--- src/rtl/hazard_pkg.sv ---
// Shared definitions for the pipeline hazard controller: FSM state encoding
// and the hard-wired zero register index.
package hazard_pkg;

    localparam int unsigned REG_W = 5;
    localparam int unsigned ST_W  = 2;

    localparam logic [REG_W-1:0] REG_ZERO = 5'd0;

    typedef enum logic [ST_W-1:0] {
        HZ_RUN      = 2'd0,
        HZ_MEM_WAIT = 2'd1,
        HZ_ERR      = 2'd2
    } hz_state_e;

endpackage

--- src/rtl/hazard_ctrl_if.sv ---
// Pipeline <-> hazard controller signal bundle. master = pipeline side,
// slave = hazard_ctrl.
interface hazard_ctrl_if;
    import hazard_pkg::*;

    logic [REG_W-1:0] id_rs1;
    logic [REG_W-1:0] id_rs2;
    logic             id_uses_rs2;
    logic             ex_mem_read;
    logic [REG_W-1:0] ex_write_addr;
    logic             ex_branch_taken;
    logic             mem_busy;
    logic             err_clr;

    logic             pc_write;
    logic             ifid_write;
    logic             ifid_flush;
    logic             idex_flush;
    logic             pipe_hold;
    logic             err_timeout;
    logic [ST_W-1:0]  state;

    modport master (
        output id_rs1, id_rs2, id_uses_rs2, ex_mem_read, ex_write_addr,
               ex_branch_taken, mem_busy, err_clr,
        input  pc_write, ifid_write, ifid_flush, idex_flush, pipe_hold,
               err_timeout, state
    );

    modport slave (
        input  id_rs1, id_rs2, id_uses_rs2, ex_mem_read, ex_write_addr,
               ex_branch_taken, mem_busy, err_clr,
        output pc_write, ifid_write, ifid_flush, idex_flush, pipe_hold,
               err_timeout, state
    );

endinterface

--- src/rtl/hazard_detect.sv ---
// Load-use hazard detection: a load in EX whose destination feeds the ID
// instruction. Purely combinational; also used by the forwarding unit.
module hazard_detect
    import hazard_pkg::*;
(
    input  logic [REG_W-1:0] id_rs1,
    input  logic [REG_W-1:0] id_rs2,
    input  logic             id_uses_rs2,
    input  logic             ex_mem_read,
    input  logic [REG_W-1:0] ex_write_addr,
    output logic             load_use_c
);

    logic rs1_hit_c;
    logic rs2_hit_c;

    assign rs1_hit_c  = (ex_write_addr == id_rs1);
    assign rs2_hit_c  = id_uses_rs2 && (ex_write_addr == id_rs2);
    assign load_use_c = ex_mem_read && (ex_write_addr != REG_ZERO) && (rs1_hit_c || rs2_hit_c);

endmodule

--- src/rtl/hazard_ctrl.sv ---
// Stall/flush/hold sequencing for the 5-stage core with memory-wait timeout.
// Optional perf counters behind HAZARD_PERF_CNT_EN.
module hazard_ctrl
    import hazard_pkg::*;
#(
    parameter int unsigned TO_W        = 8,
    parameter int unsigned MEM_TIMEOUT = 200
`ifdef HAZARD_PERF_CNT_EN
    ,
    parameter int unsigned PERF_W      = 32
`endif
) (
    input  logic              clock,
    input  logic              reset,
`ifdef HAZARD_PERF_CNT_EN
    output logic [PERF_W-1:0] perf_stall_cycles,
    output logic [PERF_W-1:0] perf_flush_events,
`endif
    hazard_ctrl_if.slave      hz
);

    hz_state_e       state_q, state_d;
    logic [TO_W-1:0] cnt_q, cnt_d;
    logic            err_q, err_d;

    logic load_use_c;
    logic run_flow_c;
    logic br_acc_c;
    logic pc_write_c, ifid_write_c, ifid_flush_c, idex_flush_c, pipe_hold_c;

    hazard_detect u_detect (
        .id_rs1        (hz.id_rs1),
        .id_rs2        (hz.id_rs2),
        .id_uses_rs2   (hz.id_uses_rs2),
        .ex_mem_read   (hz.ex_mem_read),
        .ex_write_addr (hz.ex_write_addr),
        .load_use_c    (load_use_c)
    );

    always_ff @(posedge clock or negedge reset) begin
        if (!reset) begin
            state_q <= HZ_RUN;
            cnt_q   <= '0;
            err_q   <= 1'b0;
        end else begin
            state_q <= state_d;
            cnt_q   <= cnt_d;
            err_q   <= err_d;
        end
    end

    // Next state plus hold/flow decision; run_flow_c means hazards apply this cycle.
    always_comb begin
        state_d    = state_q;
        cnt_d      = cnt_q;
        err_d      = err_q;
        run_flow_c = 1'b0;
        case (state_q)
            HZ_RUN: begin
                if (hz.mem_busy) begin
                    state_d = HZ_MEM_WAIT;
                    cnt_d   = TO_W'(1);
                end else begin
                    run_flow_c = 1'b1;
                end
            end
            HZ_MEM_WAIT: begin
                if (!hz.mem_busy) begin
                    state_d    = HZ_RUN;
                    cnt_d      = '0;
                    run_flow_c = 1'b1;
                end else if ((MEM_TIMEOUT != 0) && (32'(cnt_q) == MEM_TIMEOUT)) begin
                    state_d = HZ_ERR;
                    err_d   = 1'b1;
                end else if (cnt_q != {TO_W{1'b1}}) begin
                    cnt_d = cnt_q + TO_W'(1);
                end
            end
            HZ_ERR: begin
                if (hz.err_clr) begin
                    state_d = HZ_RUN;
                    cnt_d   = '0;
                    err_d   = 1'b0;
                end
            end
            default: begin
                state_d    = HZ_RUN;
                cnt_d      = '0;
                run_flow_c = 1'b1;
            end
        endcase
    end

    // Pipeline controls; a taken branch squashes the ID instruction so it beats load-use.
    always_comb begin
        pc_write_c   = 1'b0;
        ifid_write_c = 1'b0;
        ifid_flush_c = 1'b0;
        idex_flush_c = 1'b0;
        pipe_hold_c  = 1'b0;
        br_acc_c     = 1'b0;
        if (!reset) begin
            ifid_flush_c = 1'b1;
            idex_flush_c = 1'b1;
        end else if (!run_flow_c) begin
            pipe_hold_c = 1'b1;
        end else if (hz.ex_branch_taken) begin
            pc_write_c   = 1'b1;
            ifid_write_c = 1'b1;
            ifid_flush_c = 1'b1;
            idex_flush_c = 1'b1;
            br_acc_c     = 1'b1;
        end else if (load_use_c) begin
            idex_flush_c = 1'b1;
        end else begin
            pc_write_c   = 1'b1;
            ifid_write_c = 1'b1;
        end
    end

    assign hz.pc_write    = pc_write_c;
    assign hz.ifid_write  = ifid_write_c;
    assign hz.ifid_flush  = ifid_flush_c;
    assign hz.idex_flush  = idex_flush_c;
    assign hz.pipe_hold   = pipe_hold_c;
    assign hz.err_timeout = err_q;
    assign hz.state       = state_q;

`ifdef HAZARD_PERF_CNT_EN
    // Saturating event counters.
    always_ff @(posedge clock or negedge reset) begin
        if (!reset) begin
            perf_stall_cycles <= '0;
            perf_flush_events <= '0;
        end else begin
            if (!pc_write_c && (perf_stall_cycles != {PERF_W{1'b1}}))
                perf_stall_cycles <= perf_stall_cycles + PERF_W'(1);
            if (br_acc_c && (perf_flush_events != {PERF_W{1'b1}}))
                perf_flush_events <= perf_flush_events + PERF_W'(1);
        end
    end
`endif

endmodule

--- src/flat_wrapper.sv ---
// flat-port wrapper written by rule: the top's interface ports become plain ports
module hazard_ctrl_flat import hazard_pkg::*;
#(
    parameter int unsigned TO_W        = 8,
    parameter int unsigned MEM_TIMEOUT = 200

)
  (clock, reset, hz_id_rs1, hz_id_rs2, hz_id_uses_rs2, hz_ex_mem_read, hz_ex_write_addr, hz_ex_branch_taken, hz_mem_busy, hz_err_clr, hz_pc_write, hz_ifid_write, hz_ifid_flush, hz_idex_flush, hz_pipe_hold, hz_err_timeout, hz_state);
  hazard_ctrl_if hz_i ();
  input  logic clock;
  input  logic reset;
  input wire logic [$bits(hz_i.id_rs1)-1:0] hz_id_rs1;
  input wire logic [$bits(hz_i.id_rs2)-1:0] hz_id_rs2;
  input wire logic [$bits(hz_i.id_uses_rs2)-1:0] hz_id_uses_rs2;
  input wire logic [$bits(hz_i.ex_mem_read)-1:0] hz_ex_mem_read;
  input wire logic [$bits(hz_i.ex_write_addr)-1:0] hz_ex_write_addr;
  input wire logic [$bits(hz_i.ex_branch_taken)-1:0] hz_ex_branch_taken;
  input wire logic [$bits(hz_i.mem_busy)-1:0] hz_mem_busy;
  input wire logic [$bits(hz_i.err_clr)-1:0] hz_err_clr;
  output wire logic [$bits(hz_i.pc_write)-1:0] hz_pc_write;
  output wire logic [$bits(hz_i.ifid_write)-1:0] hz_ifid_write;
  output wire logic [$bits(hz_i.ifid_flush)-1:0] hz_ifid_flush;
  output wire logic [$bits(hz_i.idex_flush)-1:0] hz_idex_flush;
  output wire logic [$bits(hz_i.pipe_hold)-1:0] hz_pipe_hold;
  output wire logic [$bits(hz_i.err_timeout)-1:0] hz_err_timeout;
  output wire logic [$bits(hz_i.state)-1:0] hz_state;
  assign hz_i.id_rs1 = hz_id_rs1;
  assign hz_i.id_rs2 = hz_id_rs2;
  assign hz_i.id_uses_rs2 = hz_id_uses_rs2;
  assign hz_i.ex_mem_read = hz_ex_mem_read;
  assign hz_i.ex_write_addr = hz_ex_write_addr;
  assign hz_i.ex_branch_taken = hz_ex_branch_taken;
  assign hz_i.mem_busy = hz_mem_busy;
  assign hz_i.err_clr = hz_err_clr;
  assign hz_pc_write = hz_i.pc_write;
  assign hz_ifid_write = hz_i.ifid_write;
  assign hz_ifid_flush = hz_i.ifid_flush;
  assign hz_idex_flush = hz_i.idex_flush;
  assign hz_pipe_hold = hz_i.pipe_hold;
  assign hz_err_timeout = hz_i.err_timeout;
  assign hz_state = hz_i.state;
  hazard_ctrl #(.TO_W(TO_W), .MEM_TIMEOUT(MEM_TIMEOUT)) u_core (.clock(clock), .reset(reset), .hz(hz_i));
endmodule
--- config.mk ---
export PLATFORM = sky130hd
export DESIGN_NAME = hazard_ctrl_flat
export DESIGN_NICKNAME = d
export VERILOG_FILES = /design/src/rtl/hazard_pkg.sv /design/src/rtl/hazard_ctrl_if.sv /design/src/rtl/hazard_detect.sv /design/src/rtl/hazard_ctrl.sv /design/src/flat_wrapper.sv
export SDC_FILE = /design/constraint.sdc
export NUM_CORES = 1
export LEC_CHECK = 0
export BUFFER_PORTS_ARGS = -buffer_cell sky130_fd_sc_hd__buf_2
export CORE_ASPECT_RATIO = 0.8
export CORE_MARGIN = 3
export CORE_UTILIZATION = 40
export DETAILED_ROUTE_END_ITERATION = 16
export GPL_ROUTABILITY_DRIVEN = 0
export PLACE_DENSITY = 0.66
export SLEW_MARGIN = 20
export SYNTH_ARGS = -nofsm -noshare
export SYNTH_HDL_FRONTEND = slang
export SYNTH_SLANG_ARGS = --single-unit
--- constraint.sdc ---
create_clock -name clock -period 4.3 [get_ports clock]
set_input_delay 1.075 -clock clock [delete_from_list [all_inputs] [get_ports clock]]
set_output_delay 1.075 -clock clock [all_outputs]
set_load 0.02 [all_outputs]
==> results of run 1 <==
tightest hold or removal path: cells and delay by family (launching register included):
family | cells | cell delay [ns]
simple gates | 2 | 0.12
flops | 1 | 0.39
sequential cells by signal (all words and copies together) (netlist names):
register / cells
u_core.cnt_q: 8
u_core.hz.err_timeout: 1
u_core.hz.state: 2
routing by layer:
metal | up-vias | GRT usage | share of wire
met2 | 25 | 0.285 | 0.50
met5 | - | 0 | 0
met1 | 435 | 0.207 | 0.44
li1 | 449 | - | -
met3 | 2 | 0.0566 | 0.053
met4 | 0 | 0.0278 | 0.0045
cells by family (layout without fill, tap and decap cells):
| group | Yosys count | in the layout | synth area share |
|---|---|---|---|
| buf+inv | 11 | 39 | 0.0637 |
| simple gates | 43 | 43 | 0.266 |
| flops | 11 | 11 | 0.312 |
| compound gates | 29 | 29 | 0.220 |
| mux | 1 | 1 | 0.0113 |
| fa+ha+maj | 2 | 2 | 0.0283 |
| xor+xnor | 10 | 10 | 0.0992 |
cells in the final DEF (no fill, tap or decap), types with 3 or more instances in the layout:
master | Yosys | layout
nor3_1 | 3 | 3
dfrtp_1 | 11 | 11
nor2_1 | 5 | 5
a21oi_1 | 6 | 6
xor2_1 | 9 | 9
nand3_1 | 7 | 7
o21ai_0 | 6 | 6
o311ai_0 | 3 | 3
o21ai_1 | 3 | 3
inv_1 | 6 | 6
nand2_1 | 12 | 12
clkbuf_4 | 0 | 3
buf_2 | 0 | 29
a31oi_1 | 4 | 4
power breakdown:
group | internal, uW | switching, uW | leakage, uW
clock network | 36.0 | 37.8 | 0.0000150
logic | 28.9 | 37.7 | 0.000329
registers | 110 | 11.3 | 0.000147
total | 175 | 86.9 | 0.000491
worst paths after layout:
| kind | from | endpoint | slack [ns] |
|---|---|---|---|
| min reg2reg | u_core.cnt_q[7] | u_core.cnt_q[7] | 0.54 |
| min | u_core.cnt_q[7] | u_core.cnt_q[7] | 0.54 |
| max reg2reg | u_core.cnt_q[0] | u_core.cnt_q[5] | 2.46 |
| max in group asynchronous | reset | u_core.cnt_q[4] | 3.38 |
| min in group asynchronous | reset | u_core.cnt_q[7] | 0.68 |
| max | hz_ex_write_addr[3] | hz_pc_write | 0.89 |
layout make-up:
class	count	area [um2]
clock buffers	4	26.3
fillers	202	928
inverters	6	22.5
multi-input cells	85	552
flip-flops and latches	11	275
well taps	24	30.0
repair buffers	29	145
synthesized netlist by cell type:
| library cell | instances | area, um2 |
|---|---|---|
| a211oi_1 | 1 | 7.51 |
| nor3_1 | 3 | 15.0 |
| mux2i_1 | 1 | 10.0 |
| a31oi_1 | 4 | 25.0 |
| and3b_1 | 1 | 8.76 |
| and4_1 | 1 | 8.76 |
| o311ai_0 | 3 | 26.3 |
| o21ai_1 | 3 | 15.0 |
| nand3b_1 | 1 | 7.51 |
| nand4_1 | 1 | 6.26 |
| and3_1 | 1 | 6.26 |
| o311a_1 | 1 | 10.0 |
| dfrtp_1 | 11 | 275 |
| a211o_1 | 1 | 8.76 |
| xor2_1 | 9 | 78.8 |
| ha_1 | 2 | 25.0 |
| a41oi_1 | 1 | 8.76 |
| a21o_1 | 1 | 7.51 |
| and2_2 | 1 | 7.51 |
| buf_4 | 2 | 15.0 |
| clkbuf_1 | 2 | 7.51 |
| nor3b_1 | 1 | 7.51 |
| nand4b_1 | 1 | 8.76 |
| or4b_4 | 1 | 13.8 |
| o21ai_0 | 6 | 30.0 |
| buf_6 | 1 | 11.3 |
| nand2b_1 | 2 | 12.5 |
| a32oi_1 | 1 | 8.76 |
| a21oi_4 | 1 | 16.3 |
| nand2_1 | 12 | 45.0 |
| nand3_1 | 7 | 35.0 |
| inv_1 | 6 | 22.5 |
| nor2_1 | 5 | 18.8 |
| nor4_1 | 2 | 12.5 |
| or4_1 | 2 | 15.0 |
| a21oi_1 | 6 | 30.0 |
| nor2b_1 | 1 | 6.26 |
| xnor2_1 | 1 | 8.76 |
metrics by stage:
step	utilization	power [uW]	hold WS, ns
finish	0.531	262	0.543
global route	0.531	280	0.594
CTS	0.531	264	0.546
detailed placement	0.518	190	0.528
global placement	0.518	188	0.515
floorplan	-	163	0.490
==> flow_metrics.env, run 1 <==
export IMPL_cts_tree="yes"
export IMPL_netlist_area_um2=883
export IMPL_ys_types=38
export IMPL_antenna_found_initial=0
export IMPL_placed_cell_area_mm2=0.00102
export IMPL_io_pins=30
export IMPL_grt_pass1_vias=780
export IMPL_antenna_left=0
export IMPL_crit_family="compound AO/OA/AOI/OAI gates"
export IMPL_cts_resized=0
export IMPL_nNetsFinal=160
export IMPL_start_util=0.446
export IMPL_worstHoldPathCells=2
export IMPL_setup_viol=0
export IMPL_htree_num_levels=1
export IMPL_status="complete, no violations"
export IMPL_synth_yosys_seq_area_share=0.312
export IMPL_power_density_mw_per_mm2=249
export IMPL_cts_setup_buffers=0
export IMPL_postSynthAreaPerCell_um2=8.26
export IMPL_vias=911
export IMPL_cp_slowest_cell="o311a_1"
export IMPL_grt_use_total=0.165
export IMPL_critPathArrivalTime_ns=2.33
export IMPL_path_cells="buf_2 > xor2_1 > nor4_1 > a32oi_1 > o311a_1 > buf_2"
export IMPL_cap_viol_max_count=0
export IMPL_placementRows=14
export IMPL_wl_um=2210
export IMPL_instances_no_fill=159
export IMPL_routed_via_density=5.73
export IMPL_post_place_ws_ns=0.862
export IMPL_grt_max_degree=16
export IMPL_fin_crit_sh=0.792
export IMPL_worst_r2r_path_depth=6
export IMPL_cp_max_fo=3
export IMPL_hp_class="reg -> reg"
export IMPL_skew_ns=0.00611
export IMPL_start_kind="primary input"
export IMPL_drv_slew=0
export IMPL_syn_num_nets=131
export IMPL_grt_pass1_wl_um=3430
export IMPL_core_mm2=0.00198
export IMPL_fmax_mhz=294
export IMPL_syn2layout_area_growth_pct=19.0
export IMPL_place_inst=155
export IMPL_antenna_cells=0
export IMPL_crit_required_ns=3.22
export IMPL_dp_final_hpwl_um=1720
export IMPL_tightestPinTransition_ns=0.397
export IMPL_cpPeakStageDelay_ns=0.36
export IMPL_drive_above_1_share=0.259
export IMPL_remaining_drc_errors=0
export IMPL_clk_latency_ns=0.28
export IMPL_cts_root_buf="clkbuf_4"
export IMPL_fin_crit_ns=3.41
export IMPL_cp_depth=6
export IMPL_endpoint_kind="output pin"
export IMPL_path_common_cell="buf_2"
export IMPL_hold_viol_final=0
export IMPL_final_cell_area_mm2=0.00105
export IMPL_ir_drop_mv=0.133
export IMPL_cts_clk_slew_worst_paths_ns=0.08
export IMPL_die_width_um=58.5
export IMPL_cts_buffer_depth=2
export IMPL_synth_cells=107
export IMPL_dr_first_iter_drc_count=35
export IMPL_drtPass1Iterations=4
export IMPL_die_height_um=48.0
export IMPL_avgRoutedWirePerCell_um=13.9
export IMPL_tns_ns=0
export IMPL_synth_seq_cells=11
export IMPL_leakage_uw=0.000491
export IMPL_cts_buffers=3
export IMPL_die_area_mm2=0.00281
export IMPL_crit_buf_inv=2
export IMPL_grt_ovfl_total=0
export IMPL_ys_warn_count=0
export IMPL_critPathKind="in -> out"
export IMPL_portBuffers=29
export IMPL_slew_headroom=0.733
export IMPL_cts_hold_buf=0
export IMPL_cts_sinks=11
export IMPL_setup_ws_ns=0.894
export IMPL_rsz0062_at_grt="false"
Note: power is estimated with default switching activity, not from simulation.
==> run 2, diff against run 1 <==
PLACE_DENSITY = 0.68   (was 0.66)
clock period = 2.8 ns   (was 4.3 ns; I/O delays follow)
==> flow_metrics.env, run 2 (synthesized netlist as in run 1, its figures left out) <==
export IMPL_tightestPinTransition_ns=0.417
export IMPL_power_total_uw=404
export IMPL_final_common_cell="buf_2"
export IMPL_core_mm2=0.00198
export IMPL_cts_tree="yes"
export IMPL_critPathArrivalTime_ns=1.95
export IMPL_leakage_uw=0.000497
export IMPL_cts_setup_buffers=0
export IMPL_status="complete, no violations"
export IMPL_io_pins=30
export IMPL_place_inst=156
export IMPL_cts_root_buf="clkbuf_4"
export IMPL_cts_sinks=11
export IMPL_instances_no_fill=160
export IMPL_skew_ns=0.00279
export IMPL_critPathKind="in -> out"
export IMPL_grt_max_degree=13
export IMPL_cts_buffers=3
export IMPL_power_density_mw_per_mm2=379
export IMPL_start_util=0.446
export IMPL_drtPass1Iterations=4
export IMPL_cts_hold_buf=0
export IMPL_die_area_mm2=0.00281
export IMPL_dr_first_iter_drc_count=19
export IMPL_ir_drop_mv=0.302
export IMPL_clk_latency_ns=0.27
export IMPL_cap_viol_max_count=0
export IMPL_antenna_found_initial=0
export IMPL_drive_above_1_share=0.272
export IMPL_fin_crit_sh=0.948
export IMPL_drv_slew=0
export IMPL_setup_viol=0
export IMPL_grt_use_total=0.163
export IMPL_start_kind="primary input"
export IMPL_grt_pass1_vias=774
export IMPL_vias=919
export IMPL_htree_num_levels=1
export IMPL_placementRows=14
export IMPL_syn2layout_area_growth_pct=20.5
export IMPL_die_height_um=48.0
export IMPL_cts_buffer_depth=2
export IMPL_antenna_cells=0
export IMPL_wl_um=2230
export IMPL_dp_final_hpwl_um=1750
export IMPL_rr_startpoint="u_core.cnt_q[0]"
export IMPL_tns_ns=0
export IMPL_final_cell_mix="buf_2 (29), nand2_1 (12), dfrtp_1 (11), xor2_1 (9), nand3_1 (7)"
export IMPL_routed_via_density=5.74
export IMPL_hp_class="in -> async"
export IMPL_fmax_mhz=377
export IMPL_cp_max_fo=3
export IMPL_cts_resized=0
export IMPL_nNetsFinal=161
export IMPL_final_util=0.538
export IMPL_die_width_um=58.5
export IMPL_portBuffers=29
export IMPL_largest_reg_flops=8
export IMPL_fin_crit_ns=2.65
export IMPL_regMostFlops="u_core.cnt_q"
export IMPL_antenna_left=0
export IMPL_grt_ovfl_total=0
export IMPL_rsz0062_at_grt="false"
export IMPL_hold_viol_final=0
export IMPL_remaining_drc_errors=0
export IMPL_cts_clk_slew_worst_paths_ns=0.07
export IMPL_crit_required_ns=2.10
export IMPL_endpoint_kind="output pin"
export IMPL_hold_slack_ns=0.236
export IMPL_grt_pass1_wl_um=3400
export IMPL_slew_headroom=0.719
export IMPL_avgRoutedWirePerCell_um=13.9
export IMPL_startpoint="hz_ex_write_addr[3]"
## run 2: metrics by stage
| step | worst slack (ns) | instance area (um2) |
|---|---|---|
| floorplan | 0.220 | 883 |
| global placement | 0.172 | 1030 |
| detailed placement | 0.107 | 1030 |
| CTS | 0.113 | 1060 |
| global route | 0.0606 | 1060 |
| finish | 0.146 | 1060 |
## run 2: cell type report
type | count | area (um2)
sequential | 11 | 275
timing repair buffer | 30 | 153
multi-input combinational | 85 | 558
inverter | 6 | 22.5
tap | 24 | 30.0
fill | 203 | 915
clock buffer | 4 | 26.3
## run 2: power by group
group	leakage [uW]	internal, uW	total (uW)	switching (uW)
logic	0.000335	45.5	105	59.6
clock network	0.0000150	55.2	112	56.8
registers	0.000147	169	187	18.0
total	0.000497	270	404	134
## run 2: layer usage
metal	vias up	global-route usage	wire length, um
li1	453	-	-
met1	441	0.221	1020
met2	23	0.258	1110
met3	2	0.0485	97
met4	0	0.0370	8
met5	-	0	0
## run 2: final timing paths
check                      cells past startpoint  slack (ns)                    end
min in group clock                             2        0.56  u_core.hz.err_timeout
min reg2reg                                    2        0.56  u_core.hz.err_timeout
max in group asynchronous                      2        2.22        u_core.cnt_q[6]
min                                            1        0.24  u_core.hz.err_timeout
max                                            6        0.15            hz_pc_write
max reg2reg                                    6        0.96        u_core.cnt_q[5]
## run 2: critical path, stage by stage
cell and delay [ns]:
buf_2 0.12, xor2_1 0.17, nor4_2 0.28, a32oi_1 0.16, o311a_1 0.36, buf_2 0.16
==> run 3, diff against run 2 <==
GPL_TIMING_DRIVEN = 0   (was default)
TNS_END_PERCENT = 20   (was default)
==> flow_metrics.env, run 3 (synthesized netlist as in run 1, its figures left out) <==
export IMPL_drive_above_1_share=0.273
export IMPL_cts_buffers=3
export IMPL_tightestPinTransition_ns=0.413
export IMPL_seq_power_share=0.454
export IMPL_avgRoutedWirePerCell_um=13.7
export IMPL_critPathKind="in -> out"
export IMPL_hp_class="in -> async"
export IMPL_antenna_found_initial=0
export IMPL_rr_startpoint="u_core.cnt_q[0]"
export IMPL_setup_viol=0
export IMPL_slew_headroom=0.722
export IMPL_portBuffers=29
export IMPL_grt_use_total=0.165
export IMPL_cts_setup_buffers=0
export IMPL_cts_tree="yes"
export IMPL_placed_cell_area_mm2=0.00106
export IMPL_io_pins=30
export IMPL_die_area_mm2=0.00281
export IMPL_drtPass1Iterations=4
export IMPL_grt_ovfl_total=0
export IMPL_clkPwrFrac=0.276
export IMPL_p_sw_uw=134
export IMPL_endpoint_kind="output pin"
export IMPL_r2r_end="u_core.cnt_q[5]"
export IMPL_fin_crit_sh=0.963
export IMPL_antenna_cells=0
export IMPL_crit_required_ns=2.10
export IMPL_cts_hold_buf=0
export IMPL_combPwrFrac=0.270
export IMPL_worst_r2r_path_depth=6
export IMPL_p_int_uw=272
export IMPL_r2r_slack_ns=0.99
export IMPL_wl_um=2230
export IMPL_skew_ns=0.000900
export IMPL_start_kind="primary input"
export IMPL_dr_first_iter_drc_count=12
export IMPL_drv_slew=0
export IMPL_setup_ws_ns=0.103
export IMPL_cp_max_fo=3
export IMPL_power_density_mw_per_mm2=370
export IMPL_cap_viol_max_count=0
export IMPL_cts_sinks=11
export IMPL_final_cell_area_mm2=0.00110
export IMPL_placementRows=14
export IMPL_dp_final_hpwl_um=1790
export IMPL_grt_pass1_wl_um=3510
export IMPL_die_height_um=48.0
export IMPL_grt_pass1_vias=798
export IMPL_post_place_ws_ns=-0.0610
export IMPL_status="complete, no violations"
export IMPL_syn2layout_area_growth_pct=24.1
export IMPL_critPathArrivalTime_ns=2.00
export IMPL_p_sw_frac=0.330
export IMPL_cts_clk_slew_worst_paths_ns=0.07
export IMPL_rsz0062_at_grt="false"
export IMPL_ir_drop_mv=0.276
export IMPL_core_mm2=0.00198
export IMPL_start_util=0.446
export IMPL_remaining_drc_errors=0
export IMPL_routed_via_density=5.47
export IMPL_antenna_left=0
export IMPL_grt_max_degree=16
export IMPL_htree_num_levels=1
export IMPL_fmax_mhz=371
export IMPL_die_width_um=58.5
export IMPL_final_common_cell="buf_2"
export IMPL_fin_crit_ns=2.70
export IMPL_power_total_uw=406
export IMPL_largest_reg_flops=8
export IMPL_hold_viol_final=0
export IMPL_leakage_uw=0.000508
export IMPL_final_cell_mix="buf_2 (27), nand2_1 (12), dfrtp_1 (11), xor2_1 (9), nand3_1 (7)"
export IMPL_cts_root_buf="clkbuf_4"
export IMPL_cts_buffer_depth=2
export IMPL_clk_latency_ns=0.27
export IMPL_vias=892
export IMPL_regMostFlops="u_core.cnt_q"
export IMPL_nNetsFinal=164
-- run 3: changes by cell type in the layout (fill, tap and decap cells not counted), sizes merged --
cell and delta:
buf +1, clkbuf +2
-- run 3: layout make-up --
cell class                 instances  area, um2
inverter                           6       22.5
timing repair buffer              29        158
sequential                        11        275
buffer                             4       26.3
fill                             208        883
tap                               24       30.0
multi-input combinational         85        558
clock buffer                       4       26.3
-- run 3: routing by layer --
layer / share of wire / global-route usage
met1: 0.45 / 0.217
met2: 0.50 / 0.278
met3: 0.050 / 0.0512
met4: 0 / 0.0139
met5: 0 / 0
-- run 3: stage by stage --
| step | instances | hold WS, ns | TNS [ns] | util |
|---|---|---|---|---|
| after global placement | 160 | 0.518 | 0 | 0.535 |
| after global routing | 163 | 0.319 | 0 | 0.554 |
| after detailed placement | 160 | 0.525 | -0.0610 | 0.535 |
| after CTS | 163 | 0.317 | 0 | 0.551 |
| after floorplan | 107 | 0.404 | 0 | - |
| final | 163 | 0.312 | 0 | 0.554 |
-- run 3: power groups by stage --
stage	Combinational, uW	Clock, uW	Sequential, uW
floorplan	66.5	0	184
global placement	104	0	187
detailed placement	107	0	188
CTS	109	115	184
global route	123	125	187
finish	110	112	184
-- run 3: worst max path at each step --
stage                    endpoint                 from  cells after the start  slack, ns
floorplan             hz_pc_write  hz_ex_write_addr[0]                      4       0.22
global placement      hz_pc_write  hz_ex_write_addr[3]                      7      0.001
detailed placement    hz_pc_write  hz_ex_write_addr[3]                      7      -0.06
CTS                 hz_ifid_write  hz_ex_write_addr[0]                      6       0.06
global route        hz_ifid_write  hz_ex_write_addr[2]                      6       0.02
finish              hz_ifid_write  hz_ex_write_addr[0]                      5       0.10
-- run 3: critical path, cell delays in order --
cell,delay (ns)
buf_2,0.12
or4_1,0.53
o21ai_0,0.26
o311a_1,0.25
buf_6,0.14
-- run 3: what timing repair did --
item	in CTS	in global routing
cloned	0	0
hold endpoints to repair	0	0
pin swaps	3	4
gates resized for setup	3	2
endpoints found under the setup margin	1	2
